===== src/rtl/seven_seg_pkg.sv =====
// Shared constants and helpers for the seven-segment display path
// (scan controller, digit data mux, segment decoder).
package seven_seg_pkg;

  localparam int NUM_DIGITS_DEF = 6;
  localparam int SEL_W          = 3;

  // Code the digit data mux outputs for select values beyond the last digit.
  localparam logic [3:0] BLANK_CODE = 4'hA;

  // Anodes are active-low, so all ones means every digit is dark.
  localparam logic [7:0] ANODE_OFF = 8'hFF;

  typedef logic [SEL_W-1:0] digit_sel_t;

  function automatic logic [7:0] sel_onehot(input digit_sel_t sel);
    return 8'b1 << sel;
  endfunction

endpackage


===== src/rtl/seven_seg_scan_ctrl_if.sv =====
// Scan controller bus: the host drives enable and the blank mask; the
// controller returns the digit select, the anode enables and the tick pulses.
interface seven_seg_scan_ctrl_if #(
  parameter int NUM_DIGITS = seven_seg_pkg::NUM_DIGITS_DEF
);

  logic                            en;
  logic [NUM_DIGITS-1:0]           blank_mask;
  logic [seven_seg_pkg::SEL_W-1:0] mux_sel;
  logic [NUM_DIGITS-1:0]           an_n;
  logic                            slot_tick;
  logic                            frame_tick;

  modport master (
    output en,
    output blank_mask,
    input  mux_sel,
    input  an_n,
    input  slot_tick,
    input  frame_tick
  );

  modport slave (
    input  en,
    input  blank_mask,
    output mux_sel,
    output an_n,
    output slot_tick,
    output frame_tick
  );

endinterface


===== src/rtl/seven_seg_prescaler.sv =====
// Modulo-PRESCALE counter with synchronous clear and a wrap pulse that is
// high during the last count of each period.
module seven_seg_prescaler #(
  parameter int PRESCALE = 50000,
  parameter int CNT_W    = 16
) (
  input  logic             clk,
  input  logic             rst_n,
  input  logic             clear,
  output logic [CNT_W-1:0] count,
  output logic             wrap
);

  localparam logic [CNT_W-1:0] LAST = CNT_W'(PRESCALE - 1);

  // A pending clear wins over the wrap, so a cleared period never advances.
  assign wrap = !clear && (count == LAST);

  always_ff @(posedge clk or negedge rst_n) begin
    if (!rst_n) begin
      count <= '0;
    end else if (clear || wrap) begin
      count <= '0;
    end else begin
      count <= count + CNT_W'(1);
    end
  end

endmodule


===== src/rtl/seven_seg_scan_ctrl.sv =====
// Time-multiplexed scan controller: steps the digit select, drives the
// active-low anodes with a guard interval and blank mask, and emits ticks.
module seven_seg_scan_ctrl
  import seven_seg_pkg::*;
#(
  parameter int NUM_DIGITS   = NUM_DIGITS_DEF,
  parameter int PRESCALE     = 50000,
  parameter int BLANK_CYCLES = 500,
  parameter int CNT_W        = 16
) (
  input logic                  clk,
  input logic                  rst_n,
  seven_seg_scan_ctrl_if.slave bus
);

  localparam digit_sel_t            LAST_SEL = SEL_W'(NUM_DIGITS - 1);
  localparam logic [NUM_DIGITS-1:0] ALL_OFF  = NUM_DIGITS'(ANODE_OFF);

  logic                  clear;
  logic                  wrap;
  logic [CNT_W-1:0]      cnt;
  digit_sel_t            sel_q;
  digit_sel_t            sel_next;
  logic [NUM_DIGITS-1:0] digit_onehot;
  logic [NUM_DIGITS-1:0] an_q;
  logic                  slot_q;
  logic                  frame_q;
  logic                  in_guard;
  logic                  masked;

  assign clear = ~bus.en;

  seven_seg_prescaler #(
    .PRESCALE (PRESCALE),
    .CNT_W    (CNT_W)
  ) u_prescaler (
    .clk   (clk),
    .rst_n (rst_n),
    .clear (clear),
    .count (cnt),
    .wrap  (wrap)
  );

  assign sel_next     = (sel_q == LAST_SEL) ? '0 : sel_q + SEL_W'(1);
  assign digit_onehot = NUM_DIGITS'(sel_onehot(sel_q));
  assign masked       = |(bus.blank_mask & digit_onehot);

  // With no guard configured the comparison would be constant, so drop it.
  generate
    if (BLANK_CYCLES == 0) begin : g_no_guard
      assign in_guard = 1'b0;
    end else begin : g_guard
      assign in_guard = (cnt < CNT_W'(BLANK_CYCLES));
    end
  endgenerate

  // Anodes follow the previous cycle's select, giving the data mux a cycle to settle.
  always_ff @(posedge clk or negedge rst_n) begin
    if (!rst_n) begin
      sel_q   <= '0;
      an_q    <= ALL_OFF;
      slot_q  <= 1'b0;
      frame_q <= 1'b0;
    end else begin
      an_q <= (!bus.en || in_guard || masked) ? ALL_OFF : ~digit_onehot;
      if (wrap) begin
        sel_q   <= sel_next;
        slot_q  <= 1'b1;
        frame_q <= (sel_next == '0);
      end else begin
        slot_q  <= 1'b0;
        frame_q <= 1'b0;
      end
    end
  end

  assign bus.mux_sel    = sel_q;
  assign bus.an_n       = an_q;
  assign bus.slot_tick  = slot_q;
  assign bus.frame_tick = frame_q;

endmodule


===== src/flat_wrapper.sv =====
// flat-port wrapper written by rule: the top's interface ports become plain ports
module seven_seg_scan_ctrl_flat import seven_seg_pkg::*;
#(
  parameter int NUM_DIGITS   = NUM_DIGITS_DEF,
  parameter int PRESCALE     = 50000,
  parameter int BLANK_CYCLES = 500,
  parameter int CNT_W        = 16
)
  (clk, rst_n, bus_en, bus_blank_mask, bus_mux_sel, bus_an_n, bus_slot_tick, bus_frame_tick);
  seven_seg_scan_ctrl_if #(.NUM_DIGITS(NUM_DIGITS)) bus_i ();
  input logic clk;
  input logic rst_n;
  input wire logic [$bits(bus_i.en)-1:0] bus_en;
  input wire logic [$bits(bus_i.blank_mask)-1:0] bus_blank_mask;
  output wire logic [$bits(bus_i.mux_sel)-1:0] bus_mux_sel;
  output wire logic [$bits(bus_i.an_n)-1:0] bus_an_n;
  output wire logic [$bits(bus_i.slot_tick)-1:0] bus_slot_tick;
  output wire logic [$bits(bus_i.frame_tick)-1:0] bus_frame_tick;
  assign bus_i.en = bus_en;
  assign bus_i.blank_mask = bus_blank_mask;
  assign bus_mux_sel = bus_i.mux_sel;
  assign bus_an_n = bus_i.an_n;
  assign bus_slot_tick = bus_i.slot_tick;
  assign bus_frame_tick = bus_i.frame_tick;
  seven_seg_scan_ctrl #(.NUM_DIGITS(NUM_DIGITS), .PRESCALE(PRESCALE), .BLANK_CYCLES(BLANK_CYCLES), .CNT_W(CNT_W)) u_core (.clk(clk), .rst_n(rst_n), .bus(bus_i));
endmodule

===== config.mk =====
export PLATFORM = sky130hd
export DESIGN_NAME = seven_seg_scan_ctrl_flat
export DESIGN_NICKNAME = d
export VERILOG_FILES = /design/src/rtl/seven_seg_pkg.sv /design/src/rtl/seven_seg_scan_ctrl_if.sv /design/src/rtl/seven_seg_prescaler.sv /design/src/rtl/seven_seg_scan_ctrl.sv /design/src/flat_wrapper.sv
export SDC_FILE = /design/constraint.sdc
export NUM_CORES = 1
export LEC_CHECK = 0
export BUFFER_PORTS_ARGS = -buffer_cell sky130_fd_sc_hd__buf_2
export CAP_MARGIN = 40
export CELL_PAD_IN_SITES_DETAIL_PLACEMENT = 1
export CELL_PAD_IN_SITES_GLOBAL_PLACEMENT = 2
export CORE_ASPECT_RATIO = 1.5
export CORE_MARGIN = 2
export CORE_UTILIZATION = 35
export CTS_BUF_LIST = sky130_fd_sc_hd__clkbuf_4 sky130_fd_sc_hd__clkbuf_8
export CTS_CLUSTER_DIAMETER = 150
export DETAILED_ROUTE_END_ITERATION = 7
export PLACE_DENSITY_LB_ADDON = 0.1
export SLEW_MARGIN = 20
export SYNTH_ARGS = -nofsm -noshare
export SYNTH_HDL_FRONTEND = slang
export SYNTH_SLANG_ARGS = --single-unit

===== constraint.sdc =====
create_clock -name clk -period 2.7 [get_ports clk]
set_clock_uncertainty 0.15 [all_clocks]
set_input_delay 0.405 -clock clk [delete_from_list [all_inputs] [get_ports clk]]
set_output_delay 0.405 -clock clk [all_outputs]
set_load 0.01 [all_outputs]

Yosys cells after proc, flatten, opt, wreduce, memory -nomap -nowiden. Index checks and enable logic that the tools add are counted.

Add/subtract/negate cells: 2. Order comparisons: 1. Equal/unequal tests: 2. Shift operators: 1. Muxes and demuxes: 5. Bitwise logic cells: 3. Reduce and logical (&&, ||, !) cells: 7.

Operator list (number): 16-bit by 1-bit adder with 16-bit output, second input constant (1); 16-bit == test, second input constant (1); 16-bit by 9-bit less-than comparator with 1-bit output, second input constant (1); 16-bit 2-to-1 mux (1); 6-bit bitwise AND (1); 6-bit 2-to-1 mux (1); 6-bit inverter (1); 6-bit OR reduction (1); 1-bit by 3-bit left shift with 6-bit output, first input constant (1); 3-bit by 1-bit adder with 3-bit output, second input constant (1); 3-bit == test, second input constant (1); 3-bit zero test (1); 1-bit logical OR (3); 3-bit 2-to-1 mux (1); 1-bit 2-to-1 mux (2); 1-bit logical AND (1); 1-bit zero test (1); 1-bit inverter (1).

Flip-flop bits (word level): 27. Input port bits: 9. Output and inout port bits: 11. Logic and storage cells: 26.

Depth between registers and ports, before layout.
Word-level depth: 5. Mapped depth: 7. Depth with buffers taken out: 6.

Modules after synthesis. A second synthesis with hierarchy kept.

Cell total of the unflattened synthesis: 130. Area total of the unflattened synthesis: 1393.8 um^2.

Modules (own cells, without submodules): seven_seg_prescaler (times used 1, cells an instance 82, area each 842.1 um^2, sequential area each 400.4 um^2); seven_seg_scan_ctrl (times used 1, cells an instance 48, area each 551.8 um^2, sequential area each 282.8 um^2).

Worst setup path before layout. OpenSTA, ideal clock, no wires.

Path kind: reg-to-reg. Start point: reg u_core.u_prescaler.count[0]. End point: reg u_core.sel_q[1] (netlist: u_core.bus.mux_sel[1]). Setup time: 0.128 ns. Data arrival time: 1.735 ns. Required time: 2.422 ns. Path slack: 0.688 ns. Stages on the path, launching flop included: 6. Buffers on the path: 0. Period minus slack after synthesis: 2.012 ns. Cell sequence: dfrtp_1 ha_1 nand3_4 or4_4 nor3_2 mux2_1.

Cells in the longest elaborated chain, start to end: 2.

RTL lines: from (decl) (RTL line seven_seg_prescaler.sv:10) `output logic [CNT_W-1:0] count,`; from (signal assigned) (RTL line seven_seg_prescaler.sv:25) `count <= count + CNT_W'(1);`; 16-bit == test (RTL line seven_seg_prescaler.sv:17) `assign wrap = !clear && (count == LAST);`; 1-bit logical AND (RTL line seven_seg_prescaler.sv:17); to (signal assigned) (RTL line seven_seg_scan_ctrl.sv:67) `sel_q <= sel_next;`; to (decl) (RTL line seven_seg_scan_ctrl.sv:22) `digit_sel_t sel_q;`.

No other way between the ends. A chain may end at the register's enable or synchronous reset.

Final worst setup path. Ends and elaborated chain as after synthesis.

==> flow_summary_export.csv <==
group,metric,value,unit
critical_path,r2r_cells,5,
grt,grt_max_degree,28,
timing,finalCriticalPeriod,2.12,ns
critical_path,cp_slowest_stage_delay,0.55,ns
critical_path,crit_required,2.72,ns
floorplanning,die_area,4330,um2
critical_path,critPathKind,"flop to flop",
clock_network,clock_path_buffers,2,
final_layout,multi_input_area,608,um2
final_layout,syn2layout_area_growth,13.1,%
drt,via_count,1016,
drt,firstDrtPassIters,2,
timing,setup_viol,0,
timing,slew_headroom,59.7,%
clock_network,cts_resized,0,
timing,setup_tns,0,ns
logic_synthesis,ys_warn_count,0,
floorplanning,rows,27,
clock_network,clockRootBuffer,"clkbuf_8",
place,placedCellCount,190,
logic_synthesis,ys_seq_area_share,51.3,%
place,gp_congestion,0.735,
logic_synthesis,ys_types,30,
final_layout,regArea,683,um2
drt,postRouteAntennaNets,0,
timing,drv_slew,0,
critical_path,crit_fanout,8,
final_layout,postLayoutCellArea,1510,um2
pwr,power.switching,0.151,mW
grt,overflow,0,
floorplanning,die_w,54.4,um
drt,wire_per_inst,15.1,um
floorplanning,floorplan.core_area,3650,um2
final_layout,final_nets,163,
critical_path,crit_chain,"ha_1 > nand3_4 > or4_4 > nor3_2 > mux2_1",
clock_network,cts-hold-fix-buffers,0,
logic_synthesis,synth_cells,132,
drt,initialDrtViolationCount,20,
status,status,"complete, but fails checks",
pwr,clock_power_share,35.5,%
logic_synthesis,syn_area_per_cell,10.1,um2
clock_network,cts.clk_slew.worst_paths,0.09,ns
pwr,p_int,0.533,mW
grt,grt_pass1_wl,5030,um
pwr,peakVddDrop,0.246,mV
drt,drc,0,
timing,final-hold-violation-count,21,
status,violations,"hold timing",
grt,grt_pass1_vias,1114,
floorplanning,die_y,79.6,um
final_layout,drive_gt1_share,22.5,%
timing,rsz0062_at_grt,"no",
logic_synthesis,ys_ff_latch,27,
final_layout,nFillCells,422,
pwr,power,0.684,mW
pwr,p_seq_share,60.3,%
clock_network,cts_htree_levels,1,
clock_network,cts_setup_buffers,0,
clock_network,cts_tree,"built",
logic_synthesis,syn_area,1330,um2
drt,detail_route.wirelength,2930,um
pwr,combPwrFrac,4.2,%
hold_path,min_path_type,"primary input to asynchronous set/reset pin",
floorplanning,io_pins,20,
timing,max_slew.worst_pin.slew,0.605,ns
place,place_area,1460,um2
critical_path,start_kind,"flop",
place,dp_hpwl,2140,um
clock_network,cts.sinks,27,
critical_path,cp.arrival,2.14,ns
pwr,switching_share,22.0,%
grt,antenna_found_initial,0,
timing,period_share,78.7,%
pwr,p_per_area,454,nW/um2
critical_path,end_kind,"flop",
clock_network,cts_made_buffers,3,
final_layout,fin_cells,194,
pwr,power_leakage,0.624,nW
critical_path,cp_slowest_cell,"or4_4",
grt,grt.total_usage,15.9,%
timing,fmax,471,MHz
floorplanning,initial_core_util,36.5,%
logic_synthesis,synth_fp_nets,143,
drt,vias_per_cell,5.24,
critical_path,r2r_slack,0.58,ns
final_layout,antenna_cells,0,
run,cap_violations,0,
final_layout,final_util,41.3,%
timing,worst_hold_slack,-0.0185,ns
place,portBuffers,19,
clock_network,clkLatencyLatePin,0.27,ns
power groups by stage:
stage / registers [mW] / clock network (mW) / logic (mW)
3_3_place_gp: 0.420 / 0 / 0.0297
5_1_grt: 0.414 / 0.267 / 0.0343
4_1_cts: 0.413 / 0.253 / 0.0307
2_1_floorplan: 0.419 / 0 / 0.0132
6_report: 0.412 / 0.243 / 0.0288
3_5_place_dp: 0.420 / 0 / 0.0303
layer usage:
layer,GRT usage (%),part of all wire (%)
met3,1.87,3.6
met4,6.75,1.7
met1,17.0,42
met2,29.5,53
met5,0,0
metrics by stage:
stage,setup WS [ns],hold slack (ns)
floorplan,0.688,-0.0406
global placement,0.619,0.293
detailed placement,0.566,0.307
CTS,0.550,0.00343
global route,0.418,0.0221
finish,0.575,-0.0185
worst max-delay path: cells and delay by family, from the launching register on:
kind	cells	cell delay, ns
AND/OR/NAND/NOR	3	0.90
adder cells (fa/ha/maj)	1	0.24
flip-flops	1	0.40
multiplexers	1	0.33
registers in the layout, summed over array words and instances (netlist names):
signal	cells
u_core.bus.frame_tick	1
u_core.u_prescaler.count	16
u_core.bus.an_n	6
u_core.bus.mux_sel	3
u_core.bus.slot_tick	1
synth_stat cells:
cell type | count | area, um2
a31oi_1 | 2 | 12.5
nand4bb_1 | 1 | 11.3
or4_4 | 1 | 11.3
inv_1 | 5 | 18.8
nor4_1 | 8 | 50.1
nor3_1 | 3 | 15.0
xor2_1 | 3 | 26.3
nand2_1 | 11 | 41.3
nand3b_1 | 1 | 7.51
and2_1 | 3 | 18.8
nor3_2 | 1 | 10.0
xnor2_1 | 12 | 105
nand3_4 | 1 | 17.5
o2111ai_1 | 1 | 8.76
dfstp_2 | 6 | 158
buf_6 | 1 | 11.3
and3_1 | 1 | 6.26
ha_1 | 2 | 25.0
o21ai_0 | 2 | 10.0
nand3_1 | 8 | 40.0
clkbuf_1 | 3 | 11.3
mux2i_1 | 2 | 20.0
nor4_2 | 1 | 12.5
nand4b_1 | 1 | 8.76
nor2_1 | 25 | 93.8
o311a_1 | 1 | 10.0
dfrtp_1 | 21 | 526
nand4_1 | 3 | 18.8
o21ai_4 | 1 | 16.3
mux2_1 | 1 | 11.3
area by class of cell:
type / count / area share, %
inverters: 5 / 1.24
flip-flops and latches: 27 / 45.3
well taps: 43 / 3.57
multi-input cells: 96 / 40.3
repair buffers: 19 / 6.31
clock buffers: 4 / 3.24
cells by family (layout without fill, tap and decap cells):
kind of cell,Yosys count,count (layout),synth area share (%)
buf+inv,9,28,3.10
simple gates,69,69,27.2
flops,27,27,51.3
compound gates,7,7,4.32
xor+xnor,15,15,9.86
fa+ha+maj,2,2,1.88
mux,3,3,2.35
cells in the final DEF (no fill, tap or decap), types with 5 or more instances in the layout:
cell type,netlist,routed
nor4_1,8,8
xnor2_1,12,12
nand3_1,8,8
dfstp_2,6,6
dfrtp_1,21,21
nand2_1,11,11
inv_1,5,5
nor2_1,25,25
buf_2,0,19
path summary, 6_finish.rpt:
kind                                             start                      endpoint
setup / recovery           u_core.u_prescaler.count[0]         u_core.bus.mux_sel[1]
hold / removal                                   rst_n  u_core.u_prescaler.count[15]
setup reg to reg           u_core.u_prescaler.count[0]         u_core.bus.mux_sel[1]
hold reg to reg            u_core.u_prescaler.count[0]   u_core.u_prescaler.count[0]
max in group asynchronous                        rst_n  u_core.u_prescaler.count[14]
min in group clk                     bus_blank_mask[2]            u_core.bus.an_n[2]
Power figures use the tool's default switching activity.
